File: config.mk
export PLATFORM = sky130hd
export DESIGN_NAME = reg_file
export DESIGN_NICKNAME = d
export VERILOG_FILES = /design/src/rtl/reg_file_pkg.sv /design/src/rtl/reg_file_word.sv /design/src/rtl/reg_file.sv
export SDC_FILE = /design/constraint.sdc
export NUM_CORES = 1
export LEC_CHECK = 0
export ABC_CLOCK_PERIOD_IN_PS = 7000
export CORE_MARGIN = 5
export CORE_UTILIZATION = 56
export CTS_CLUSTER_DIAMETER = 150
export CTS_CLUSTER_SIZE = 8
export DETAILED_ROUTE_END_ITERATION = 7
export PLACE_DENSITY_LB_ADDON = 0.15
export SKIP_LAST_GASP = 1
export SLEW_MARGIN = 15
export SYNTH_ARGS = -nofsm -noshare
export SYNTH_HDL_FRONTEND = slang
export SYNTH_HIERARCHICAL = 1
export SYNTH_SLANG_ARGS = --single-unit
export TNS_END_PERCENT = 100
File: constraint.sdc
create_clock -name clk -period 7 [get_ports clk]
set_input_delay 2.1 -clock clk [delete_from_list [all_inputs] [get_ports clk]]
set_output_delay 2.1 -clock clk [all_outputs]
set_load 0.02 [all_outputs]
File: src/rtl/reg_file_pkg.sv
// Shared types and the next-value rule used by both the word storage and the read bypass.
package reg_pkg;
  typedef enum logic [1:0] {OP_NONE, OP_LOAD, OP_INC, OP_CLR} wr_op_t;

  localparam int MAX_W = 64;

  typedef struct packed {
    logic             wrap;
    logic [MAX_W-1:0] nxt;
  } nv_t;

  // Widths up to MAX_W are handled by masking to the caller's width w.
  function automatic nv_t next_val(wr_op_t op, logic [MAX_W-1:0] cur,
                                   logic [MAX_W-1:0] din, int w);
    logic [MAX_W-1:0] mask;
    nv_t r;
    mask   = {MAX_W{1'b1}} >> (MAX_W - w);
    r.wrap = 1'b0;
    r.nxt  = cur & mask;
    case (op)
      OP_LOAD: r.nxt = din & mask;
      OP_INC: begin
        r.nxt  = (cur + 1'b1) & mask;
        r.wrap = ((cur & mask) == mask);
      end
      OP_CLR:  r.nxt = '0;
      default: ;
    endcase
    return r;
  endfunction
endpackage

File: src/rtl/reg_file_word.sv
// One storage word; applies the selected write op on the rising edge.
module reg_word import reg_pkg::*; #(
  parameter int WIDTH = 16
) (
  input  logic             clk,
  input  logic             reset,
  input  logic             sel,
  input  wr_op_t           op,
  input  logic [WIDTH-1:0] din,
  output logic [WIDTH-1:0] q,
  output logic             wrap
);
  logic [WIDTH-1:0] q_q, q_d;
  nv_t              nv;
  logic             unused_nv;

  always_comb begin
    nv   = next_val(op, MAX_W'(q_q), MAX_W'(din), WIDTH);
    q_d  = sel ? nv.nxt[WIDTH-1:0] : q_q;
    wrap = sel & nv.wrap;
  end

  assign unused_nv = ^nv;

  always_ff @(posedge clk) begin
    if (reset) q_q <= '0;
    else       q_q <= q_d;
  end

  assign q = q_q;
endmodule

File: src/rtl/reg_file.sv
// DEPTH x WIDTH register bank: one write port with LOAD/INC/CLR, two combinational
// read ports with optional same-cycle bypass, and a registered INC-wrap flag.
module reg_file import reg_pkg::*; #(
  parameter  int WIDTH    = 16,
  parameter  int DEPTH    = 8,
  parameter  int BYPASS   = 1,
  parameter  int ZERO_REG = 0,
  localparam int AW       = (DEPTH > 2) ? $clog2(DEPTH) : 1
) (
  input  logic             clk,
  input  logic             reset,
  input  wr_op_t           wr_op,
  input  logic [AW-1:0]    wr_addr,
  input  logic [WIDTH-1:0] wr_data,
  input  logic [AW-1:0]    rd_addr_a,
  output logic [WIDTH-1:0] rd_data_a,
  input  logic [AW-1:0]    rd_addr_b,
  output logic [WIDTH-1:0] rd_data_b,
  output logic             ovf
);
  logic [DEPTH-1:0][WIDTH-1:0] words;
  logic [DEPTH-1:0]            wrap;
  logic                        wr_en;
  logic [WIDTH-1:0]            cur, byp_val;
  nv_t                         nv;
  logic                        unused_nv;
  logic [1:0][AW-1:0]          ra;
  logic [1:0][WIDTH-1:0]       rdat;
  logic                        ovf_q, ovf_d;

  // Out-of-range and hardwired-zero targets never count as a write.
  always_comb begin
    wr_en = (wr_op != OP_NONE) && (int'(wr_addr) < DEPTH) &&
            !((ZERO_REG != 0) && (wr_addr == '0));
  end

  for (genvar i = 0; i < DEPTH; i++) begin : g_word
    if ((ZERO_REG != 0) && (i == 0)) begin : g_zero
      assign words[i] = '0;
      assign wrap[i]  = 1'b0;
    end else begin : g_reg
      reg_word #(.WIDTH(WIDTH)) u_word (
        .clk   (clk),
        .reset (reset),
        .sel   (wr_en && (wr_addr == AW'(i))),
        .op    (wr_op),
        .din   (wr_data),
        .q     (words[i]),
        .wrap  (wrap[i])
      );
    end
  end

  always_comb begin
    cur = '0;
    for (int i = 0; i < DEPTH; i++)
      if (wr_addr == AW'(i)) cur = words[i];
    nv      = next_val(wr_op, MAX_W'(cur), MAX_W'(wr_data), WIDTH);
    byp_val = nv.nxt[WIDTH-1:0];
  end

  assign unused_nv = ^nv;
  assign ra        = {rd_addr_b, rd_addr_a};

  always_comb begin
    rdat = '0;
    for (int p = 0; p < 2; p++) begin
      for (int i = 0; i < DEPTH; i++)
        if (ra[p] == AW'(i)) rdat[p] = words[i];
      if ((BYPASS != 0) && wr_en && !reset && (ra[p] == wr_addr))
        rdat[p] = byp_val;
    end
  end

  assign rd_data_a = rdat[0];
  assign rd_data_b = rdat[1];

  assign ovf_d = |wrap;

  always_ff @(posedge clk) begin
    if (reset) ovf_q <= 1'b0;
    else       ovf_q <= ovf_d;
  end

  assign ovf = ovf_q;
endmodule

* After elaboration in Yosys (flattened, before gate mapping)
Index checks and enable logic that the tools add are counted.
** Cells by class
- Add/sub/neg operators :: 9
- Eq/ne operators :: 34
- Muxes and demuxes :: 43
- Bitwise logic cells :: 8
- Reduce and logical (&&, ||, !) cells :: 26
** Operator list (count)
- $pmux 16 s3 :: 9
- $mux 16 :: 26
- $add 16x1->16 const B :: 9
- $eq 16x16->1 const B :: 8
- $eq 3x3->1 const B :: 12
- $eq 3x2->1 const B :: 6
- $reduce_and 2->1 :: 8
- $logic_and 1x1->1 :: 11
- $eq 3x1->1 const B :: 3
- $logic_not 3->1 :: 3
- $and 1x1->1 :: 8
- $mux 1 :: 8
- $reduce_or 8->1 :: 1
- $eq 3x3->1 :: 2
- $eq 2x2->1 const B :: 2
- $reduce_bool 3->1 :: 1
- $eq 2x1->1 const B :: 1
- $reduce_bool 2->1 :: 1
- $logic_not 1->1 :: 1
** Word-level totals
- Register bits after elaboration :: 129
- Word-level logic and storage cells :: 129

* Longest topological paths before layout
Gate-level depths: netlist of the first run.
- Word-level depth :: 12
- Depth in mapped cells :: 12
- Gate-level depth less buffers :: 10

* Hierarchy
The synthesis of the first run kept the hierarchy.
** Modules (own cells, without submodules)
- reg_word :: instances 8, cells each 141, area each 1088.5 µm², sequential area each 320.3 µm²
- reg_file :: instances 1, cells each 624, area each 4471.8 µm², sequential area each 20.0 µm²

* Least setup slack after synthesis of the first run
No wires, ideal clock.
- Path kind :: input -> output
- From :: in wr_addr[1]
- To :: out rd_data_a[11]
- Arrival time :: 4602 ps
- Data required time :: 4900 ps
- Path slack :: 298 ps
- Stages on the path :: 11
- Buffers on the path :: 3
- Cell sequence :: buf_6 buf_4 buf_4 nor3b_1 a211oi_1 o22ai_1 or4b_1 nor4_1 mux2i_1 a221oi_1 o21ai_0
** On the way
- Cells in the longest elaborated chain, start to end :: 12
** Ends and longest elaborated chain
- from (decl) :: RTL line reg_file.sv:13 : input logic [AW-1:0] wr_addr,
- $logic_not 3->1 :: RTL line reg_file.sv:57 : if (wr_addr == AW'(i)) cur = words[i];
- $mux 16 (8 in a row) :: RTL line reg_file.sv:57
- $add 16x1->16 :: RTL line reg_file_pkg.sv:23 : r.nxt = (cur + 1'b1) & mask;
- $pmux 16 s3 :: RTL line reg_file_pkg.sv:20 : case (op)
- $mux 16 * :: RTL line reg_file.sv:70 : if ((BYPASS != 0) && wr_en && !reset && (ra[p] == wr_addr))
- to (decl) :: RTL line reg_file.sv:16 : output logic [WIDTH-1:0] rd_data_a,
Every way passes the cells marked *; elsewhere a longest branch is shown, timed or not.

* Worst setup path after layout of the first run
- From :: in rd_addr_a[1]
- To :: out rd_data_a[1]
** On the way
- Cells in the longest elaborated chain, start to end :: 10
** Ends and longest elaborated chain
- from (decl) :: RTL line reg_file.sv:15 : input logic [AW-1:0] rd_addr_a,
- $logic_not 3->1 :: RTL line reg_file.sv:69 : if (ra[p] == AW'(i)) rdat[p] = words[i];
- $mux 16 (8 in a row) :: RTL line reg_file.sv:69
- $mux 16 * :: RTL line reg_file.sv:70
Marked as above.

==> results.cfg, run 1 <==
[floorplan]
io_pins = 62
dieArea_sq_mm = 0.0267
die_height_um = 163
initial_utilization_pct = 56.5
fp-row-count = 56
core-area_sq_mm = 0.0233
die_x_um = 163

[power_and_ir_drop]
power_w = 0.00228
power.leakage_nw = 5.34
peakVddDrop_mv = 0.158
pwr_density_cell_mw_per_mm2 = 148

[worst_setup_path]
path_class = input pin to output port
worstPathArrival_ns = 4.78
critPathLaunchType = input pin
crit_slowest_cell = nor2_1
cp-end-kind = output port
crit_fanout = 16
path_buf_inv = 3
required_ns = 4.90
slowest_delay_ns = 0.93
path_common_cell = clkdlybuf4s50_1
cp_cell_sequence = clkdlybuf4s50_1 -> inv_1 -> nor2_1 -> nand2_1 -> nand4_1 -> o21ai_0 -> clkdlybuf4s50_1
path_delay_family = simple AND/OR/NAND/NOR gates

[synthesis]
syn-cell-area_sq_mm = 0.0132
syn_nets = 1790
ys_types = 73
avgSynthCellArea_sq_um = 7.52
synth.top_cell.area_share_pct = 19.6
synth_edf_count = 0
async_reset_ff_share_pct = 0
syn_inst = 1752
synth_seq_cells = 129
yosysTopAreaCell = dfxtp_1
ys_warn_count = 6
synthTopCellsByArea = dfxtp_1, mux2i_1, a21oi_1
ys_seq_area_share_pct = 19.6
ys.flop_type = dfxtp_1

[clock_tree]
path_clk_slew_ns = 0.06
holdBufCountCts = 0
cts_tree = yes
root_buffer = clkbuf_16
cts_buffer_depth = 2
cts_max_level = 4
cts_buffers = 17
worstSkewPairLatency_ns = 0.44
cts_sinks = 129

[routing]
vias = 16600
drcViolationCount = 0
detailedRoute.firstIterationViolations = 3099
routedWlPerCell_um = 29.7
first_pass_iters = 7
ant_nets = 0
viasPerCell = 7.62
wl_um = 64800

[run_status]
status = completed

[timing]
fin_ws_ns = 0.115
tightest_slew_ns = 1.25
finalMaxSlewViolations = 0
clock_skew_ns = 0.0137
relSlewSlack_pct = 16.6
fin_crit_sh_pct = 98.4
rsz0062_at_grt = no
fin_crit_ns = 6.88
hold_viol = 0
finalSetupViolations = 0
max_freq_ghz = 0.145

[layout]
syn_to_final_growth_pct = 17.0
layout.nets = 1886
stdcell_area_sq_mm = 0.0154
fill_cells = 2102
drive_gt1_share_pct = 17.7

[hold_path]
holdCritPathClass = flip-flop to flip-flop

[global_route]
grt_overflow = 0
grt_pass1_vias = 15000
antenna_found_initial = 2
grt_first_pass_wirelength_um = 95800
grt_max_degree = 84
grt_usage_pct = 47.3

[placement]
placement.io_buffers = 61
place.gp.congestion = 1.10
placed_area_sq_mm = 0.0147
dpl.hpwl_um = 46100
place_ws_ns = -0.669

[flow_run]
drv_cap = 0
==> final cells by class <==
type	count	area, sq um	area share, %
Antenna cell	2	5.00	0.0324
Clock buffer	18	429	2.78
Clock inverter	14	146	0.949
Inverter	56	210	1.36
Multi-Input combinational cell	1439	9940	64.4
Sequential cell	129	2580	16.7
Tap cell	319	399	2.59
Timing Repair Buffer	205	1720	11.1
==> report_power, final <==
group | total (W) | leakage [nW] | internal, W | switching [W]
sequential | 0.000790 | 1.04 | 0.000747 | 0.0000435
clock | 0.000927 | 0.270 | 0.000502 | 0.000425
combinational | 0.000565 | 4.03 | 0.000209 | 0.000356
total | 0.00228 | 5.34 | 0.00146 | 0.000825
==> cells in the final DEF (no fill, tap or decap), types with 47 or more instances in the layout <==
cell and instances:
a21oi_1 133, buf_4 136, dfxtp_1 129, inv_1 53, mux2_2 47, mux2i_1 70
nand2_1 107, nor2_1 111, nor2b_1 51, o21ai_0 123
==> routing by layer <==
layer	track usage, %	share of wire [%]	up-vias
met5	0	0.011	-
met4	30.9	8.3	2
met3	19.0	17	328
met2	64.2	39	1455
met1	61.3	36	7745
li1	-	-	7107
==> path summary, 6_finish.rpt <==
path / end / cells after the start / slack [ns] / from
worst max-delay path: rd_data_a[1] / 7 / 0.12 / rd_addr_a[1]
worst min-delay path: g_word[0].g_reg.u_word/q[11] / 2 / 0.57 / g_word[0].g_reg.u_word/q[11]
worst max register to register: ovf / 5 / 4.42 / g_word[5].g_reg.u_word/q[0]
worst min register to register: g_word[0].g_reg.u_word/q[11] / 2 / 0.57 / g_word[0].g_reg.u_word/q[11]
==> logic make-up after synthesis <==
logic type / share of synthesized area, %
AO/OA/AOI/OAI: 33.6
AND/OR/NAND/NOR: 27.7
buffers and inverters: 5.79
multiplexers: 12.0
flip-flops: 19.6
adder cells (fa/ha/maj): 0.854
XOR/XNOR: 0.465
==> worst reg2reg max path: stages, from the launching register on <==
cell,delay (ns)
dfxtp_1,0.44
ha_1,0.32
and4_1,0.26
and4_2,0.31
nor4_1,0.91
a21oi_1,0.16
==> state kept, by name, indices dropped and copies added (netlist names) <==
| signal | flops |
|---|---|
| ovf | 1 |
| g_word.g_reg.u_word/q | 128 |
==> stage by stage <==
stage | std cells | util [%] | TNS, ns | hold slack (ns)
after floorplan | 1752 | - | 0 | 0.496
after global placement | 2140 | 63.0 | -11.23 | 0.537
after detailed placement | 2140 | 63.0 | -12.37 | 0.549
after CTS | 2178 | 65.8 | 0 | 0.554
after global routing | 2180 | 66.1 | 0 | 0.603
final | 2182 | 66.1 | 0 | 0.569
==> synthesized netlist by cell type, drive strengths merged, types with 9 or more instances <==
cell type / count
o22ai: 37
nor4: 47
nor3b: 17
nand2: 107
nand4b: 10
o211ai: 19
nor4b: 16
a21o: 11
nand2b: 37
mux2: 48
nand4: 44
nor2: 112
a31oi: 38
a22oi: 42
ha: 9
a2bb2oi: 19
a21oi: 133
inv: 54
a311oi: 9
a22o: 13
o21ai: 124
or4: 17
and4: 18
dfxtp: 129
a32oi: 17
o21a: 17
mux4: 15
o32ai: 25
o21bai: 10
o31ai: 10
and3: 26
clkbuf: 80
a221oi: 26
buf: 48
a21bo: 16
mux2i: 70
nor2b: 52
and2: 28
nor3: 44
nand3: 61
o221ai: 10
a211oi: 17
==> timing repair <==
item / CTS / global route
buffers inserted: 6 / 2
gates resized for setup: 64 / 42
pin swaps: 12 / 8
endpoints found under the setup margin: 28 / 22
No activity file was read; power rests on OpenSTA's default activity.
==> run 2: changes to the inputs <==
--- a/config.mk
+++ b/config.mk
@@ -7,7 +7,7 @@
 export LEC_CHECK = 0
 export ABC_CLOCK_PERIOD_IN_PS = 7000
 export CORE_MARGIN = 5
-export CORE_UTILIZATION = 56
+export CORE_UTILIZATION = 33
 export CTS_CLUSTER_DIAMETER = 150
 export CTS_CLUSTER_SIZE = 8
 export DETAILED_ROUTE_END_ITERATION = 7
==> results.cfg, run 2 (synthesized netlist as in run 1, its figures left out) <==
[run_status]
status = completed

[power_and_ir_drop]
p_sw_w = 0.000799
pwr_density_cell_mw_per_mm2 = 150
power_frac_seq_pct = 33.0
power.leakage_nw = 5.50
peakVddDrop_mv = 0.195
switching_share_pct = 33.4
internal_power_w = 0.00159
power_frac_clock_pct = 42.5
p_comb_share_pct = 24.5

[worst_setup_path]
path_delay_family = compound AO/OA/AOI/OAI gates
cp-end-kind = output port
crit_fanout = 5
path_buf_inv = 3
path_common_cell = buf_2
path_class = input pin to output port
cp_cell_sequence = buf_2 -> nor2b_1 -> a22o_1 -> o32ai_4 -> ha_2 -> and4_1 -> and4b_1 -> and2_4 -> nand3_1 -> mux2i_2 -> buf_4 -> a221o_1 -> buf_2
slowest_delay_ns = 0.35
crit_slowest_cell = a221o_1
worstPathArrival_ns = 4.86
critPathLaunchType = input pin
required_ns = 4.90

[routing]
detailedRoute.firstIterationViolations = 1676
wl_um = 74200
first_pass_iters = 5
drcViolationCount = 0
ant_nets = 0
viasPerCell = 6.70
routedWlPerCell_um = 30.6
vias = 16200

[timing]
rsz0062_at_grt = yes
tns_ns = 0
fin_crit_ns = 6.96
fin_ws_ns = 0.0352
hold_viol = 0
finalMaxSlewViolations = 0
tightest_slew_ns = 1.04
fin_crit_sh_pct = 99.5
max_freq_ghz = 0.144
clock_skew_ns = 0.0108
relSlewSlack_pct = 29.9
finalSetupViolations = 0

[layout]
largest_reg_flops = 128
multi_input_area_sq_mm = 0.00993
final_common_cell = buf_4
layout_common_cells = buf_4, a21oi_1, dfxtp_1, o21ai_0, nor2_1
fill_cells = 4165
register_area_sq_mm = 0.00258
drive_gt1_share_pct = 18.9
syn_to_final_growth_pct = 21.2
layout.nets = 1920
instances_no_fill = 2423

[global_route]
grt_max_degree = 72
grt_usage_pct = 32.7
grt_first_pass_wirelength_um = 107000
grt_overflow = 0
antenna_found_initial = 5
grt_pass1_vias = 15100

[placement]
place.gp.congestion = 0.993
placement.io_buffers = 61
place_ws_ns = -0.872
dpl.hpwl_um = 54600
dp_cells = 2385

[clock_tree]
cts_sinks = 129
cts_buffer_depth = 2
path_clk_slew_ns = 0.06
cts_max_level = 4
root_buffer = clkbuf_16
cts_tree = yes
worstSkewPairLatency_ns = 0.47
cts_buffers = 17

[floorplan]
die_height_um = 210
initial_utilization_pct = 33.2
die_x_um = 210
io_pins = 62
core-area_sq_mm = 0.0396
dieArea_sq_mm = 0.0440
fp-row-count = 73

[hold_path]
holdCritPathClass = flip-flop to flip-flop

[flow_run]
drv_cap = 0
run 2: changes by cell type in the layout (fill, tap and decap cells not counted), moves of 3 or more:
cell             previous run  this run
clkbuf_2                    8         4
clkdlybuf4s50_1            24        32
dlygate4sd2_1              10         7
inv_6                       4         0
clkinv_2                    0         5
buf_4                     136       174
buf_6                       6         2
bufinv_16                   1         5
inv_8                       3         0
run 2: metrics by stage:
stage | total power (W) | hold slack (ns) | utilization [%] | area (sq um)
6_report | 0.00239 | 0.634 | 40.3 | 16000
5_1_grt | 0.00247 | 0.652 | 40.3 | 16000
4_1_cts | 0.00240 | 0.625 | 40.2 | 15900
3_5_place_dp | 0.00138 | 0.608 | 38.4 | 15200
3_3_place_gp | 0.00138 | 0.601 | 38.4 | 15200
2_1_floorplan | 0.00109 | 0.496 | - | 13200
run 2: path summary, 6_finish.rpt:
| path | startpoint | endpoint | slack [ns] | depth (start not counted) |
|---|---|---|---|---|
| max | wr_addr[0] | rd_data_a[10] | 0.04 | 13 |
| min | g_word[4].g_reg.u_word/q[11] | g_word[4].g_reg.u_word/q[11] | 0.63 | 2 |
| max reg2reg | g_word[4].g_reg.u_word/q[0] | ovf | 4.40 | 6 |
| min reg2reg | g_word[4].g_reg.u_word/q[11] | g_word[4].g_reg.u_word/q[11] | 0.63 | 2 |
run 2: repair_timing:
item / in CTS / in global routing
endpoints found under the setup margin: 31 / 20
pin swaps: 4 / 9
gates resized for setup: 44 / 26
hold buffers: 0 / 0
setup buffers: 1 / 2
run 2: final cells by class:
type                            instances  area share (%)
Antenna cell                            3          0.0470
Clock buffer                           17            2.66
Clock inverter                         15            1.35
Inverter                               56            1.34
Multi-Input combinational cell       1439            62.1
Sequential cell                       129            16.2
Tap cell                              525            4.11
Timing Repair Buffer                  239            12.2
run 2: tightest hold or removal path: stages (launching register included):
cell,delay [ns]
dfxtp_1,0.40
nand2b_1,0.12
o32ai_1,0.07
run 2: metal layers:
metal  up-vias  track usage [%]  wire length (um)
met5         -                0                55
met4         8             19.8              5220
met3       194             7.17              6850
met2       864             48.9             32000
met1      7981             42.9             30100
li1       7185                -                 -
run 2: power by group through the flow:
stage               Combinational [W]  Clock [W]  Sequential (W)
floorplan                    0.000308          0        0.000783
global placement             0.000574          0        0.000803
detailed placement           0.000573          0        0.000803
CTS                          0.000574    0.00104        0.000787
global route                 0.000618    0.00106        0.000789
finish                       0.000587    0.00102        0.000790
